--- src/rtl/multicycle_control_unit.sv ---
// rtl/multicycle_control_unit.sv - multi-cycle RV32I control FSM over a shared req/ready memory port
// Registered control outputs; ir_write and the store pc_write follow mem_ready in the same cycle.
module multicycle_control_unit #(
  parameter int SUPPORT_M      = 1,
  parameter int TIMEOUT_CYCLES = 255,
  parameter int TO_W           = 8
) (
  input  logic       clk,
  input  logic       rst_n,
  input  logic [6:0] inst,
  input  logic       funct7_0,
  input  logic       mem_ready,
  input  logic       mdu_done,
  output logic       mem_req,
  output logic       ir_write,
  output logic       pc_write,
  output logic       mdu_start,
  output logic       mem_read,
  output logic       mem_write,
  output logic       mem_to_reg,
  output logic       alu_src,
  output logic       reg_write,
  output logic [1:0] alu_op,
  output logic [1:0] branch,
  output logic [1:0] reg_src,
  output logic [2:0] state,
  output logic       fault
);

  typedef enum logic [2:0] {
    S_FETCH  = 3'd0,
    S_DECODE = 3'd1,
    S_EXEC   = 3'd2,
    S_MEM    = 3'd3,
    S_WB     = 3'd4,
    S_TRAP   = 3'd7
  } state_t;

  localparam logic [TO_W-1:0] TO_LAST = TO_W'(TIMEOUT_CYCLES - 1);

  state_t          st;
  logic [6:0]      opcode;
  logic            m_op;
  logic            wb_pc;
  logic [TO_W-1:0] to_cnt;

  logic       d_legal, d_r, d_m, d_as, d_m2r;
  logic [1:0] d_aop, d_br, d_rs;
  logic       is_load, is_store, is_branch, timeout;

  // Decode of the live instruction bits; only consumed in DECODE.
  always_comb begin
    d_legal = (inst[1:0] == 2'b11);
    d_r     = 1'b0;
    d_as    = 1'b0;
    d_m2r   = 1'b0;
    d_aop   = 2'b00;
    d_br    = 2'b00;
    d_rs    = 2'b00;
    case (inst[6:2])
      5'b01100: begin d_aop = 2'b10; d_r = 1'b1; end
      5'b00100: begin d_aop = 2'b10; d_as = 1'b1; end
      5'b00000: begin d_as = 1'b1; d_m2r = 1'b1; end
      5'b01000: d_as = 1'b1;
      5'b11000: begin d_aop = 2'b01; d_br = 2'b10; end
      5'b11001: begin d_as = 1'b1; d_br = 2'b01; d_rs = 2'b01; end
      5'b11011: begin d_br = 2'b11; d_rs = 2'b01; end
      5'b01101: begin d_aop = 2'b11; d_as = 1'b1; end
      5'b00101: d_rs = 2'b10;
      default:  d_legal = 1'b0;
    endcase
    d_m = d_r && funct7_0;
    if (d_m && SUPPORT_M == 0) d_legal = 1'b0;
  end

  assign is_load   = (opcode == 7'b0000011);
  assign is_store  = (opcode == 7'b0100011);
  assign is_branch = (opcode == 7'b1100011);
  assign timeout   = mem_req && !mem_ready && (to_cnt == TO_LAST);

  assign ir_write = (st == S_FETCH) && mem_req && mem_ready;
  assign pc_write = wb_pc || ((st == S_MEM) && mem_write && mem_ready);
  assign state    = st;

  always_ff @(posedge clk or negedge rst_n) begin
    if (!rst_n) begin
      st         <= S_FETCH;
      opcode     <= 7'd0;
      m_op       <= 1'b0;
      wb_pc      <= 1'b0;
      to_cnt     <= '0;
      fault      <= 1'b0;
      mem_req    <= 1'b0;
      mdu_start  <= 1'b0;
      mem_read   <= 1'b0;
      mem_write  <= 1'b0;
      reg_write  <= 1'b0;
      mem_to_reg <= 1'b0;
      alu_src    <= 1'b0;
      alu_op     <= 2'b00;
      branch     <= 2'b00;
      reg_src    <= 2'b00;
    end else begin
      mdu_start <= 1'b0;
      wb_pc     <= 1'b0;
      reg_write <= 1'b0;
      if (timeout || st == S_TRAP || (st != S_FETCH && st != S_DECODE && st != S_EXEC &&
                                      st != S_MEM && st != S_WB)) begin
        st         <= S_TRAP;
        fault      <= 1'b1;
        mem_req    <= 1'b0;
        mem_read   <= 1'b0;
        mem_write  <= 1'b0;
        mem_to_reg <= 1'b0;
        alu_src    <= 1'b0;
        alu_op     <= 2'b00;
        branch     <= 2'b00;
        reg_src    <= 2'b00;
      end else begin
        case (st)
          S_FETCH: begin
            // mem_req is low only on the first cycle after reset
            if (!mem_req) begin
              mem_req <= 1'b1;
            end else if (mem_ready) begin
              mem_req <= 1'b0;
              st      <= S_DECODE;
            end else begin
              to_cnt <= to_cnt + 1'b1;
            end
          end
          S_DECODE: begin
            opcode <= inst;
            if (!d_legal) begin
              st    <= S_TRAP;
              fault <= 1'b1;
            end else begin
              st         <= S_EXEC;
              m_op       <= d_m;
              mdu_start  <= d_m;
              mem_to_reg <= d_m2r;
              alu_src    <= d_as;
              alu_op     <= d_aop;
              branch     <= d_br;
              reg_src    <= d_rs;
            end
          end
          S_EXEC: begin
            if (!m_op || mdu_done) begin
              if (is_load || is_store) begin
                st        <= S_MEM;
                mem_req   <= 1'b1;
                mem_read  <= is_load;
                mem_write <= is_store;
                to_cnt    <= '0;
              end else begin
                st        <= S_WB;
                reg_write <= !is_branch;
                wb_pc     <= 1'b1;
              end
            end
          end
          S_MEM: begin
            if (mem_ready) begin
              mem_read  <= 1'b0;
              mem_write <= 1'b0;
              if (is_store) begin
                st         <= S_FETCH;
                to_cnt     <= '0;
                m_op       <= 1'b0;
                mem_to_reg <= 1'b0;
                alu_src    <= 1'b0;
                alu_op     <= 2'b00;
                branch     <= 2'b00;
                reg_src    <= 2'b00;
              end else begin
                mem_req   <= 1'b0;
                st        <= S_WB;
                reg_write <= 1'b1;
                wb_pc     <= 1'b1;
              end
            end else begin
              to_cnt <= to_cnt + 1'b1;
            end
          end
          default: begin
            st         <= S_FETCH;
            mem_req    <= 1'b1;
            to_cnt     <= '0;
            m_op       <= 1'b0;
            mem_to_reg <= 1'b0;
            alu_src    <= 1'b0;
            alu_op     <= 2'b00;
            branch     <= 2'b00;
            reg_src    <= 2'b00;
          end
        endcase
      end
    end
  end

endmodule
--- config.mk ---
export PLATFORM = sky130hd
export DESIGN_NAME = multicycle_control_unit
export DESIGN_NICKNAME = d
export VERILOG_FILES = /design/src/rtl/multicycle_control_unit.sv
export SDC_FILE = /design/constraint.sdc
export NUM_CORES = 1
export LEC_CHECK = 0
export BUFFER_PORTS_ARGS = -buffer_cell sky130_fd_sc_hd__buf_2
export CAP_MARGIN = 40
export CORE_MARGIN = 10
export CORE_UTILIZATION = 50
export CTS_CLUSTER_SIZE = 20
export DETAILED_ROUTE_END_ITERATION = 8
export GPL_TIMING_DRIVEN = 0
export HOLD_SLACK_MARGIN = 0.15
export PLACE_DENSITY = 0.81
export SETUP_SLACK_MARGIN = 0.1
export SYNTH_ARGS = -nofsm -noshare
export SYNTH_HDL_FRONTEND = slang
export SYNTH_SLANG_ARGS = --single-unit
--- constraint.sdc ---
create_clock -name clk -period 3.15 [get_ports clk]
set_clock_uncertainty 0.15 [all_clocks]
set_input_delay 0 -clock clk [delete_from_list [all_inputs] [get_ports clk]]
set_output_delay 0 -clock clk [all_outputs]
set_load 0.005 [all_outputs]
Word-level counts from Yosys, hierarchy flattened
Cells that the tools add are included.
- memories: 0
- bits in read-only memories: 0
- register bits: 34
- output and inout bits: 19
- latch bits: 0
- bits in writable memories: 0
- logic and storage cells: 174
- shift operators: 0
- divide/modulo/power cells: 0
- $lt $le $gt $ge: 0
- multiply operators: 0
- equality and inequality tests: 40
- mux-type cells: 77
- add/subtract/negate cells: 1
- bitwise logic cells: 3
- reductions and logical operators: 37
- operator list (kind ; count):
    8-bit two-way mux ; 6
    1-bit two-way mux ; 39
    8-bit one-hot mux with 4 select lines ; 1
    2-bit one-hot mux with 3 select lines ; 5
    3-bit two-way mux ; 8
    3-bit by 2-bit != test with 1-bit output, second input constant ; 7
    2-bit two-way mux ; 8
    2-bit != test, second input constant ; 8
    5-bit by 4-bit equality test with 1-bit output, second input constant ; 3
    5-bit equality test, second input constant ; 3
    3-bit != test, second input constant ; 5
    3-bit one-hot mux with 4 select lines ; 1
    4-bit AND reduction ; 3
    1-bit logical AND ; 11
    5-bit by 3-bit equality test with 1-bit output, second input constant ; 2
    5-bit AND reduction ; 2
    1-bit one-hot mux with 3 select lines ; 3
    9-bit OR reduction ; 1
    8-bit by 1-bit adder with 8-bit output, second input constant ; 1
    8-bit equality test, second input constant ; 1
    1-bit one-hot mux with 2 select lines ; 4
    7-bit by 2-bit equality test with 1-bit output, second input constant ; 1
    7-bit by 6-bit equality test with 1-bit output, second input constant ; 1
    7-bit equality test, second input constant ; 1
    other kinds (19) ; 33

Longest topological paths before layout
Gate-level depths: netlist of the first run.
- depth in word-level cells: 8
- mapped depth: 8

Worst setup path after synthesis of the first run
Ideal clock, no wire load.
- path type: register to register
- start: register opcode[2]
- end: register to_cnt[1]
- stages on the path, launching flop included: 6
- data arrival time: 1.642 ns
- required time: 2.875 ns
- path slack: 1.233 ns
- library setup time: 0.125 ns
- path through: dfrtp_1 nand4bb_4 nor3_4 a21oi_2 a211o_4 mux2_4
- longest elaborated chain between the ends: 4
- elaborated cells between the ends (all ways): 6
- those cells by class: 4 x eq/ne; 2 x reduce/logical
- ends and longest elaborated chain (element ; line ; RTL):
    start, declared ; 42 ; logic [6:0] opcode;
    start signal, assigned ; 133 ; opcode <= inst;
    7-bit by 2-bit equality test with 1-bit output / 7-bit by 6-bit equality test with 1-bit output (equally long branches) ; 76, 77 ;
    1-bit logical OR ; 150 ; if (is_load || is_store) begin
    2-bit != test (no source line) ; -- ;
    7-bit AND reduction (no source line) * ; -- ;
    end signal, assigned ; 129 ; to_cnt <= to_cnt + 1'b1;
    end signal, assigned ; 183 ; to_cnt <= to_cnt + 1'b1;
    end, declared ; 45 ; logic [TO_W-1:0] to_cnt;
Every way passes the cells marked *; elsewhere a longest branch is shown, timed or not.
A chain may end at the register's enable or synchronous reset.

Worst setup path after layout of the first run
- start: register opcode[2]
- end: register alu_op[0]
- longest elaborated chain between the ends: 3
- ends and longest elaborated chain (element ; line ; RTL):
    7-bit by 6-bit equality test with 1-bit output ; 77 ; assign is_store = (opcode == 7'b0100011);
    3-bit by 2-bit != test with 1-bit output (no source line) ; -- ;
    4-bit AND reduction (no source line) ; -- ;
    end signal, assigned ; 143 ; alu_op <= d_aop;
    end, declared ; 23 ; output logic [1:0] alu_op,
No other way between the ends.

==> results of run 1 <==
logic make-up (layout without fill, tap and decap cells):
| kind of cell | Yosys count | in the layout | share of synthesized area, % |
|---|---|---|---|
| multiplexers | 5 | 5 | 2.644 |
| AND/OR/NAND/NOR | 110 | 110 | 30.35 |
| adder cells (fa/ha/maj) | 3 | 3 | 1.683 |
| AO/OA/AOI/OAI | 51 | 51 | 19.95 |
| XOR/XNOR | 2 | 2 | 0.8415 |
| buffers and inverters | 17 | 62 | 3.666 |
| flip-flops | 34 | 34 | 40.87 |
Yosys cell counts, drive strengths merged, types with 3 or more instances:
cell type  count
nand2         35
dfrtp         34
nor2          19
o21ai         14
nand3          9
buf            8
nor3           7
a21oi          6
inv            6
nand2b         6
nor2b          6
and3           5
nor3b          5
o41ai          5
a211o          4
a211oi         4
mux2i          4
nor4           4
o22a           4
clkbuf         3
or3            3
or4            3
placed cells by master, fill, tap and decap left out, drive strengths merged, types with 5 or more instances in the layout:
| cell | Yosys | layout |
|---|---|---|
| nand3 | 9 | 9 |
| nor2 | 19 | 19 |
| nand2b | 6 | 6 |
| nor3 | 7 | 7 |
| a21oi | 6 | 6 |
| o21ai | 14 | 14 |
| nand2 | 35 | 35 |
| clkbuf | 3 | 9 |
| nor2b | 6 | 6 |
| dfrtp | 34 | 34 |
| dlygate4sd3 | 0 | 12 |
| nor3b | 5 | 5 |
| o41ai | 5 | 5 |
| buf | 8 | 33 |
| inv | 6 | 6 |
| and3 | 5 | 5 |
area by class of cell:
cell class              count  area share (%)
flip-flops and latches     34           34.24
multi-input cells         171           46.48
clock inverters             2          0.5035
clock buffers               6           3.323
plain buffers              11           2.165
well taps                  50           2.518
repair buffers             37           9.869
inverters                   6          0.9063
power by group:
part	internal (mW)	leakage [nW]	total [mW]	switching, mW
clock network	0.176	0.0472	0.346	0.171
logic	0.0269	0.650	0.0648	0.0379
registers	0.441	0.438	0.447	0.00586
total	0.643	1.14	0.858	0.214
final timing paths:
| kind | startpoint | endpoint | slack, ns | cells past startpoint |
|---|---|---|---|---|
| hold / removal | rst_n | reg_write$_DFF_PN0_ | 0.15 | 2 |
| hold reg to reg | fault$_DFFE_PN0P_ | fault$_DFFE_PN0P_ | 0.33 | 1 |
| max in group asynchronous | rst_n | branch[1]$_DFFE_PN0P_ | 2.22 | 2 |
| setup reg to reg | opcode[2]$_DFFE_PN0N_ | alu_op[0]$_DFFE_PN0P_ | 0.52 | 6 |
| min in group clk | inst[1] | opcode[1]$_DFFE_PN0N_ | 0.33 | 4 |
| setup / recovery | opcode[2]$_DFFE_PN0N_ | alu_op[0]$_DFFE_PN0P_ | 0.52 | 6 |
metal layers:
metal	share of wire (%)	up-vias
met5	0	-
met4	2.3	0
met3	5.9	10
met2	48	58
met1	44	883
li1	-	898
==> flow_summary.yaml, run 1 <==
sta:
  finalSetupViolCount: 0
  timing.fmax_mhz: 379.8
  fin_setup_tns_ns: 0
  min_period_over_period_pct: 83.58
  fin_hold_ws_ns: 0.1520
  rsz0062_at_grt: "false"
  layout_setup_ws_ns: 0.5172
  timing.slew.headroom_pct: 50.07
  min_period_ns: 2.633
  slew_violations: 0
  final-hold-violation-count: 0
  worst_pin_slew_ns: 0.7489
synthesis:
  synthCells: 222
  async_flop_share_pct: 100.0
  synth-edff-count: 0
  yosysTopAreaCell: "dfrtp_1"
  ys.flop_type: "dfrtp_1"
  synth-seq-area-share_pct: 40.87
  syn-num-nets: 236
  yosysWarningCount: 0
  yosys.area.top_type_share_pct: 40.87
  syn-cell-area_um2: 2082
  avgSynthCellArea_um2: 9.378
  ys_types: 56
  ys_ff_latch: 34
  synthTopCellsByArea: "dfrtp_1 (41%), nand2_1 (6.1%), nor2_1 (3.4%), o21ai_0 (3.1%), mux2i_1 (1.9%)"
setup_path:
  cp_cell_sequence: "nand4bb_4, nor4b_4, o22ai_2, buf_2, o41ai_1, dlygate4sd3_1"
  worstSetupPathType: "flip-flop to flip-flop"
  crit_fanout: 10
  required_ns: 3.23
  worstPathArrival_ns: 2.71
  end_kind: "flip-flop"
  critPathBufInv: 2
  cp_slowest_cell: "dlygate4sd3_1"
  slowest_delay_ns: 0.63
  start_kind: "flip-flop"
  critPathTopFamily: "buffers and inverters"
cts:
  cts_tree: "done"
  cts_buffers: 5
  cts-resized-gates: 0
  cts.clk_slew.worst_paths_ns: 0.07
  cts_sinks: 34
  clock_tree.buffer_depth: 2
  root_buffer: "clkbuf_8"
  insertion_delay_ns: 0.30
  post_cts_buffers: 0
  h-tree-depth: 2
  hold_buffers: 12
grt:
  antenna_found_initial: 0
  grt.busiest_layer: "met2"
  use_met2_pct: 22.86
  grt_max_degree: 35
  grt_use_met1_pct: 18.61
  grt_pass1_wl_um: 8832
  grt_pass1_vias: 1785
  grt.overflow.total: 0
  grt_use_total_pct: 14.80
  met3_usage_pct: 4.444
detailed_routing:
  totalWireLength_um: 5193
  avgRoutedWirePerCell_um: 16.38
  via_per_inst: 5.833
  ant_nets: 0
  vias: 1849
  post-route-drc-count: 0
  drt_pass1_iterations: 4
  drt_iter0_markers: 285
layout:
  fin_util_pct: 61.68
  area_growth_pct: 19.35
  fin_nets: 280
  regMostFlops: "to_cnt"
  n_antenna_cell: 0
  seq_area_um2: 850.8
  nFillCells: 341
  drive_gt1_share_pct: 22.85
  multi_input_area_um2: 1155
  instances_no_fill: 317
  stdcell_area_um2: 2485
  largest_reg_flops: 8
outcome:
  run_status: "finished clean"
min_path:
  hp-class: "input port to async pin"
place:
  place_ws_ns: 1.091
  io_buffers: 25
  place.gp.congestion: 0.8621
  placed_area_um2: 2270
  dp_hpwl_um: 3527
  place_inst: 297
floorplanning:
  start_util_pct: 51.68
  die-height_um: 84.53
  row_count: 23
  die_area_um2: 7145
  die_w_um: 84.53
  pin_count: 31
  core_area_um2: 4029
flow_run:
  drv_cap: 0
pwr:
  power_mw: 0.8577
  peakVddDrop_v: 0.0002121
  leakagePower_nw: 1.135
  power_density_nw_per_um2: 345.2
Power figures use the tool's default switching activity.
==> run 2: changes to the inputs <==
Clock period 3.15 ns to 2.5 ns, I/O delays scaled along.
==> run 2 against run 1 <==
  * Via count is 0.11% lower
  * Largest cell class unchanged
  * Final cell count is 0.32% lower
  * Combinational power is 25% higher
  * Sequential power is 26% higher
  * Sequential cell count stayed put
  * Count of clock-buffer cells in the layout stayed put
  * Global-route usage is 0.079 points lower
  * First-iteration DRC count is 26% lower
  * Sequential share of layout area is 0.14 points higher
==> flow_summary.yaml, run 2 (synthesized netlist as in run 1, its figures left out) <==
pwr:
  comb_power_share_pct: 7.6
  power_density_nw_per_um2: 435.3
  p_switching_mw: 0.2665
  p_sw_share_pct: 24.74
  p_int_mw: 0.8107
  clockPowerShare_pct: 40.2
  seqPwrFrac_pct: 52.2
  peakVddDrop_v: 0.0002675
  leakagePower_nw: 1.128
sta:
  finalSetupViolCount: 0
  min_period_ns: 2.076
  final-hold-violation-count: 0
  min_period_over_period_pct: 83.05
  layout_setup_ws_ns: 0.4237
  fin_setup_tns_ns: 0
  rsz0062_at_grt: "false"
  worst_pin_slew_ns: 0.7503
  slew_violations: 0
  timing.fmax_mhz: 481.6
  timing.slew.headroom_pct: 49.98
floorplanning:
  row_count: 23
  die_w_um: 84.53
  die-height_um: 84.53
  start_util_pct: 51.68
  pin_count: 31
  core_area_um2: 4029
  die_area_um2: 7145
layout:
  regMostFlops: "to_cnt"
  area_growth_pct: 18.87
  final_cell_mix: "nand2_1 (34), dfrtp_1 (34), buf_2 (32)"
  nFillCells: 342
  n_antenna_cell: 0
  largest_reg_flops: 8
  fin_nets: 279
  instances_no_fill: 316
  drive_gt1_share_pct: 22.93
detailed_routing:
  drt_iter0_markers: 211
  via_per_inst: 5.845
  totalWireLength_um: 5145
  vias: 1847
  avgRoutedWirePerCell_um: 16.28
  post-route-drc-count: 0
  drt_pass1_iterations: 4
  ant_nets: 0
setup_path:
  start_kind: "flip-flop"
  end_kind: "flip-flop"
  required_ns: 2.53
  reg2regPathDepth: 7
  crit_fanout: 9
  rrSetupSlack_ns: 0.42
  r2r-start: "to_cnt[0]$_DFFE_PN0P_"
  worstSetupPathType: "flip-flop to flip-flop"
  timing.rr.end: "to_cnt[2]$_DFFE_PN0P_"
  worstPathArrival_ns: 2.11
  worstSetupStartpoint: "to_cnt[0]$_DFFE_PN0P_"
cts:
  root_buffer: "clkbuf_8"
  clock_tree.buffer_depth: 2
  cts.clk_slew.worst_paths_ns: 0.07
  cts_buffers: 5
  cts_tree: "done"
  h-tree-depth: 2
  cts_sinks: 34
  insertion_delay_ns: 0.29
grt:
  antenna_found_initial: 0
  grt_max_degree: 35
  grt.overflow.total: 0
  grt_pass1_wl_um: 8797
  grt_use_total_pct: 14.72
  grt_pass1_vias: 1783
place:
  place.gp.congestion: 0.8621
  dp_hpwl_um: 3527
  place_inst: 297
  io_buffers: 25
  place_ws_ns: 0.4413
flow_run:
  drv_cap: 0
outcome:
  run_status: "finished clean"
min_path:
  hp-class: "input port to async pin"
==> run 2: changes by cell type in the layout (fill, tap and decap cells not counted) <==
cell | before | now
dlygate4sd3_1 | 12 | 11
==> run 2: worst max-delay path by stage <==
stage	slack, ns	endpoint
floorplan	0.58	to_cnt[1]$_DFFE_PN0P_
global placement	0.47	to_cnt[1]$_DFFE_PN0P_
detailed placement	0.44	to_cnt[2]$_DFFE_PN0P_
CTS	0.43	to_cnt[2]$_DFFE_PN0P_
global route	0.25	to_cnt[2]$_DFFE_PN0P_
finish	0.42	to_cnt[2]$_DFFE_PN0P_
==> run 2: stage by stage <==
step                      instance area [um2]  hold WS, ns  total power, mW  utilization [%]
after floorplan                          2082      -0.4456           0.6127                -
after global placement                   2270     -0.03991           0.6380            56.34
after detailed placement                 2270     -0.03512           0.6398            56.34
after CTS                                2475       0.1796            1.090            61.43
after global routing                     2475       0.2277            1.124            61.43
final                                    2475       0.1551            1.077            61.43
==> run 2: worst max-delay path, stage by stage (launching register included) <==
cell and delay [ns]:
dfrtp_1 0.43, inv_1 0.07, ha_1 0.16, nand3_1 0.15, o31ai_4 0.42, or3b_4 0.26
nor3b_1 0.06, a211o_1 0.27
==> run 2: layer usage <==
metal	GRT usage (%)	wire length [um]	share of wire, %	up-vias
met1	18.61	2302	45	876
li1	-	-	-	897
met4	6.437	115	2.2	0
met5	0	0	0	-
met3	4.444	334	6.5	10
met2	22.58	2392	46	64
==> run 2: power by group through the flow <==
stage | sequential (mW) | combinational, mW | clock, mW
finish | 0.563 | 0.0813 | 0.433
global route | 0.563 | 0.0909 | 0.470
CTS | 0.563 | 0.0807 | 0.447
detailed placement | 0.573 | 0.0664 | 0
global placement | 0.573 | 0.0651 | 0
floorplan | 0.572 | 0.0410 | 0
==> run 2: what timing repair did <==
item | 4_1_cts | 5_1_grt
resized for setup | 0 | 0
hold endpoints to repair | 54 | 0
hold buffers | 11 | 0
buffers inserted | 0 | 0
==> run 2: cell type report <==
cell class | count | area [um2] | share of cell area [%]
buffer | 11 | 53.80 | 2.174
clock buffer | 6 | 82.58 | 3.337
clock inverter | 2 | 12.51 | 0.5056
inverter | 6 | 22.52 | 0.9100
multi-input combinational | 171 | 1155 | 46.66
sequential | 34 | 850.8 | 34.38
tap | 50 | 62.56 | 2.528
timing repair buffer | 36 | 235.2 | 9.505
==> run 3: changes to the inputs <==
Settings changed: ABC_AREA set to 1.
Clock period 2.5 ns to 2 ns, I/O delays scaled along.
==> run 3 against run 2 <==
  * Via count rose by 17%
  * Sequential share of layout area shrank 3.3 points
  * Die area shrank 1.4%
==> flow_summary.yaml, run 3 <==
outcome:
  run_status: "finished clean"
sta:
  timing.slew.headroom_pct: 48.90
  min_period_over_period_pct: 96.24
  min_period_ns: 1.925
  timing.fmax_mhz: 519.5
  worst_pin_slew_ns: 0.7666
  slew_violations: 0
  final-hold-violation-count: 0
  finalSetupViolCount: 0
  fin_hold_ws_ns: 0.1668
  fin_setup_tns_ns: 0
  rsz0062_at_grt: "true"
synthesis:
  syn-num-nets: 302
  synthCells: 288
  synth_common_cells: "nand2_1 (96), nor2_1 (40), dfrtp_1 (34)"
  yosys.area.top_type_share_pct: 41.64
  synth-seq-area-share_pct: 41.64
  syn-cell-area_um2: 2043
  synthTopCellsByArea: "dfrtp_1 (42%), nand2_1 (18%), nor2_1 (7.3%), inv_1 (6.1%), nand4_1 (4.9%)"
  ys.flop_type: "dfrtp_1"
  avgSynthCellArea_um2: 7.094
  yosysTopAreaCell: "dfrtp_1"
  async_flop_share_pct: 100.0
  synth-edff-count: 0
  ys_types: 26
  synth_most_common_cell: "nand2_1"
  ys_ff_latch: 34
  yosysWarningCount: 0
setup_path:
  rrSetupSlack_ns: 0.08
  end_kind: "flip-flop"
  start_kind: "flip-flop"
  required_ns: 2.03
  worstPathArrival_ns: 1.96
  worstSetupPathType: "flip-flop to flip-flop"
  crit_fanout: 6
  r2r-start: "to_cnt[0]$_DFFE_PN0P_"
  reg2regPathDepth: 12
  timing.rr.end: "to_cnt[6]$_DFFE_PN0P_"
pwr:
  peakVddDrop_v: 0.0003210
  power_density_nw_per_um2: 473.6
  leakagePower_nw: 1.421
layout:
  multi_input_area_um2: 1145
  final_cell_mix: "nand2_1 (91), nor2_1 (32), buf_2 (31)"
  largest_reg_flops: 8
  drive_gt1_share_pct: 27.42
  fin_nets: 374
  area_growth_pct: 34.90
  seq_area_um2: 855.8
  nFillCells: 310
  final_common_cell: "nand2_1"
  instances_no_fill: 411
  regMostFlops: "to_cnt"
  stdcell_area_um2: 2756
  n_antenna_cell: 0
detailed_routing:
  via_per_inst: 5.243
  vias: 2155
  ant_nets: 0
  totalWireLength_um: 5843
  drt_iter0_markers: 130
  post-route-drc-count: 0
  avgRoutedWirePerCell_um: 14.22
  drt_pass1_iterations: 4
place:
  place.gp.congestion: 0.8603
  io_buffers: 29
  place_inst: 367
  dp_hpwl_um: 3676
  placed_area_um2: 2251
floorplanning:
  die-height_um: 83.93
  pin_count: 31
  start_util_pct: 51.45
  die_w_um: 83.93
  die_area_um2: 7043
  core_area_um2: 3971
  row_count: 23
grt:
  grt.overflow.total: 0
  grt_use_total_pct: 15.15
  grt_pass1_vias: 2200
  grt_pass1_wl_um: 9177
  antenna_found_initial: 0
  grt_max_degree: 35
cts:
  cts_buffers: 5
  cts_tree: "done"
  insertion_delay_ns: 0.29
  root_buffer: "clkbuf_8"
  cts_sinks: 34
  cts.clk_slew.worst_paths_ns: 0.08
  clock_tree.buffer_depth: 2
  h-tree-depth: 2
flow_run:
  drv_cap: 0
min_path:
  hp-class: "input port to async pin"
-- run 3: cell count changes after synthesis, moves of 5 or more --
cell,change
and3_1,-5
nor2_1,+21
nand2_1,+62
nor2b_1,-6
nand2b_1,-6
buf_2,-5
nand3_1,+9
nand4_1,+16
inv_1,+27
nor3b_1,-5
-- run 3: how the worst max path moves through the flow --
stage                                        end             startpoint  depth (start not counted)  slack (ns)
after floorplan            branch[0]$_DFFE_PN0P_  to_cnt[0]$_DFFE_PN0P_                         11        0.24
after global placement    reg_src[1]$_DFFE_PN0P_  to_cnt[0]$_DFFE_PN0P_                         11       -0.03
after detailed placement  reg_src[1]$_DFFE_PN0P_  to_cnt[0]$_DFFE_PN0P_                         11       -0.05
after CTS                  opcode[3]$_DFFE_PN0N_   state[0]$_DFFE_PN0P_                          6        0.07
after global routing       to_cnt[6]$_DFFE_PN0P_   state[0]$_DFFE_PN0P_                          9      -0.007
final                      to_cnt[6]$_DFFE_PN0P_  to_cnt[0]$_DFFE_PN0P_                         12        0.08
-- run 3: per-layer routing --
metal  vias up  track usage (%)  part of all wire, %
li1       1076                -                    -
met1      1006            16.29                   42
met2        63            26.69                   51
met3        10            4.688                  5.5
met4         0            6.240                  1.2
met5         -                0                    0
-- run 3: kinds of logic (layout without fill, tap and decap cells) --
logic type,count (synthesis),after routing,share of synthesized area [%]
XOR/XNOR,4,4,1.715
buffers and inverters,37,110,7.287
AO/OA/AOI/OAI,24,24,6.614
AND/OR/NAND/NOR,187,187,41.52
flip-flops,34,34,41.64
adder cells (fa/ha/maj),2,2,1.225
-- run 3: worst max-delay path, stage by stage, from the launching register on --
cell	delay, ns
dfrtp_1	0.41
inv_2	0.11
ha_4	0.15
nand2_4	0.06
nor2_4	0.13
nand3_4	0.12
nand2_4	0.15
nor2_1	0.06
nand2_1	0.10
nor2_4	0.06
buf_6	0.14
o21ai_1	0.09
nand2_1	0.07
-- run 3: final cells by class --
cell class / count / area share, %
multi-input cells: 217 / 41.53
clock buffers: 7 / 3.132
plain buffers: 3 / 0.7717
well taps: 50 / 2.270
repair buffers: 65 / 16.34
flip-flops and latches: 34 / 31.05
clock inverters: 1 / 0.1816
inverters: 34 / 4.721
-- run 3: power by group --
| group | internal (mW) | leakage, nW | total, mW | switching, mW |
|---|---|---|---|---|
| Combinational | 0.0325 | 0.936 | 0.0812 | 0.0487 |
| Sequential | 0.687 | 0.437 | 0.687 | 0 |
| Clock | 0.278 | 0.0482 | 0.537 | 0.259 |
-- run 3: repair_timing --
action	4_1_cts	5_1_grt
pin swaps	2	12
setup buffers	6	15
endpoints found under the setup margin	18	31
cloned	0	1
hold buffers	14	0
hold endpoints to repair	63	0
resized for setup	7	34
-- run 3: per-stage QoR --
step	util, %	total power, mW	setup WS [ns]
after floorplan	-	0.7237	0.2423
after global placement	56.68	0.7566	-0.03086
after detailed placement	56.68	0.7576	-0.04653
after CTS	64.27	1.304	0.07480
after global routing	69.41	1.341	-0.007111
final	69.41	1.305	0.07520
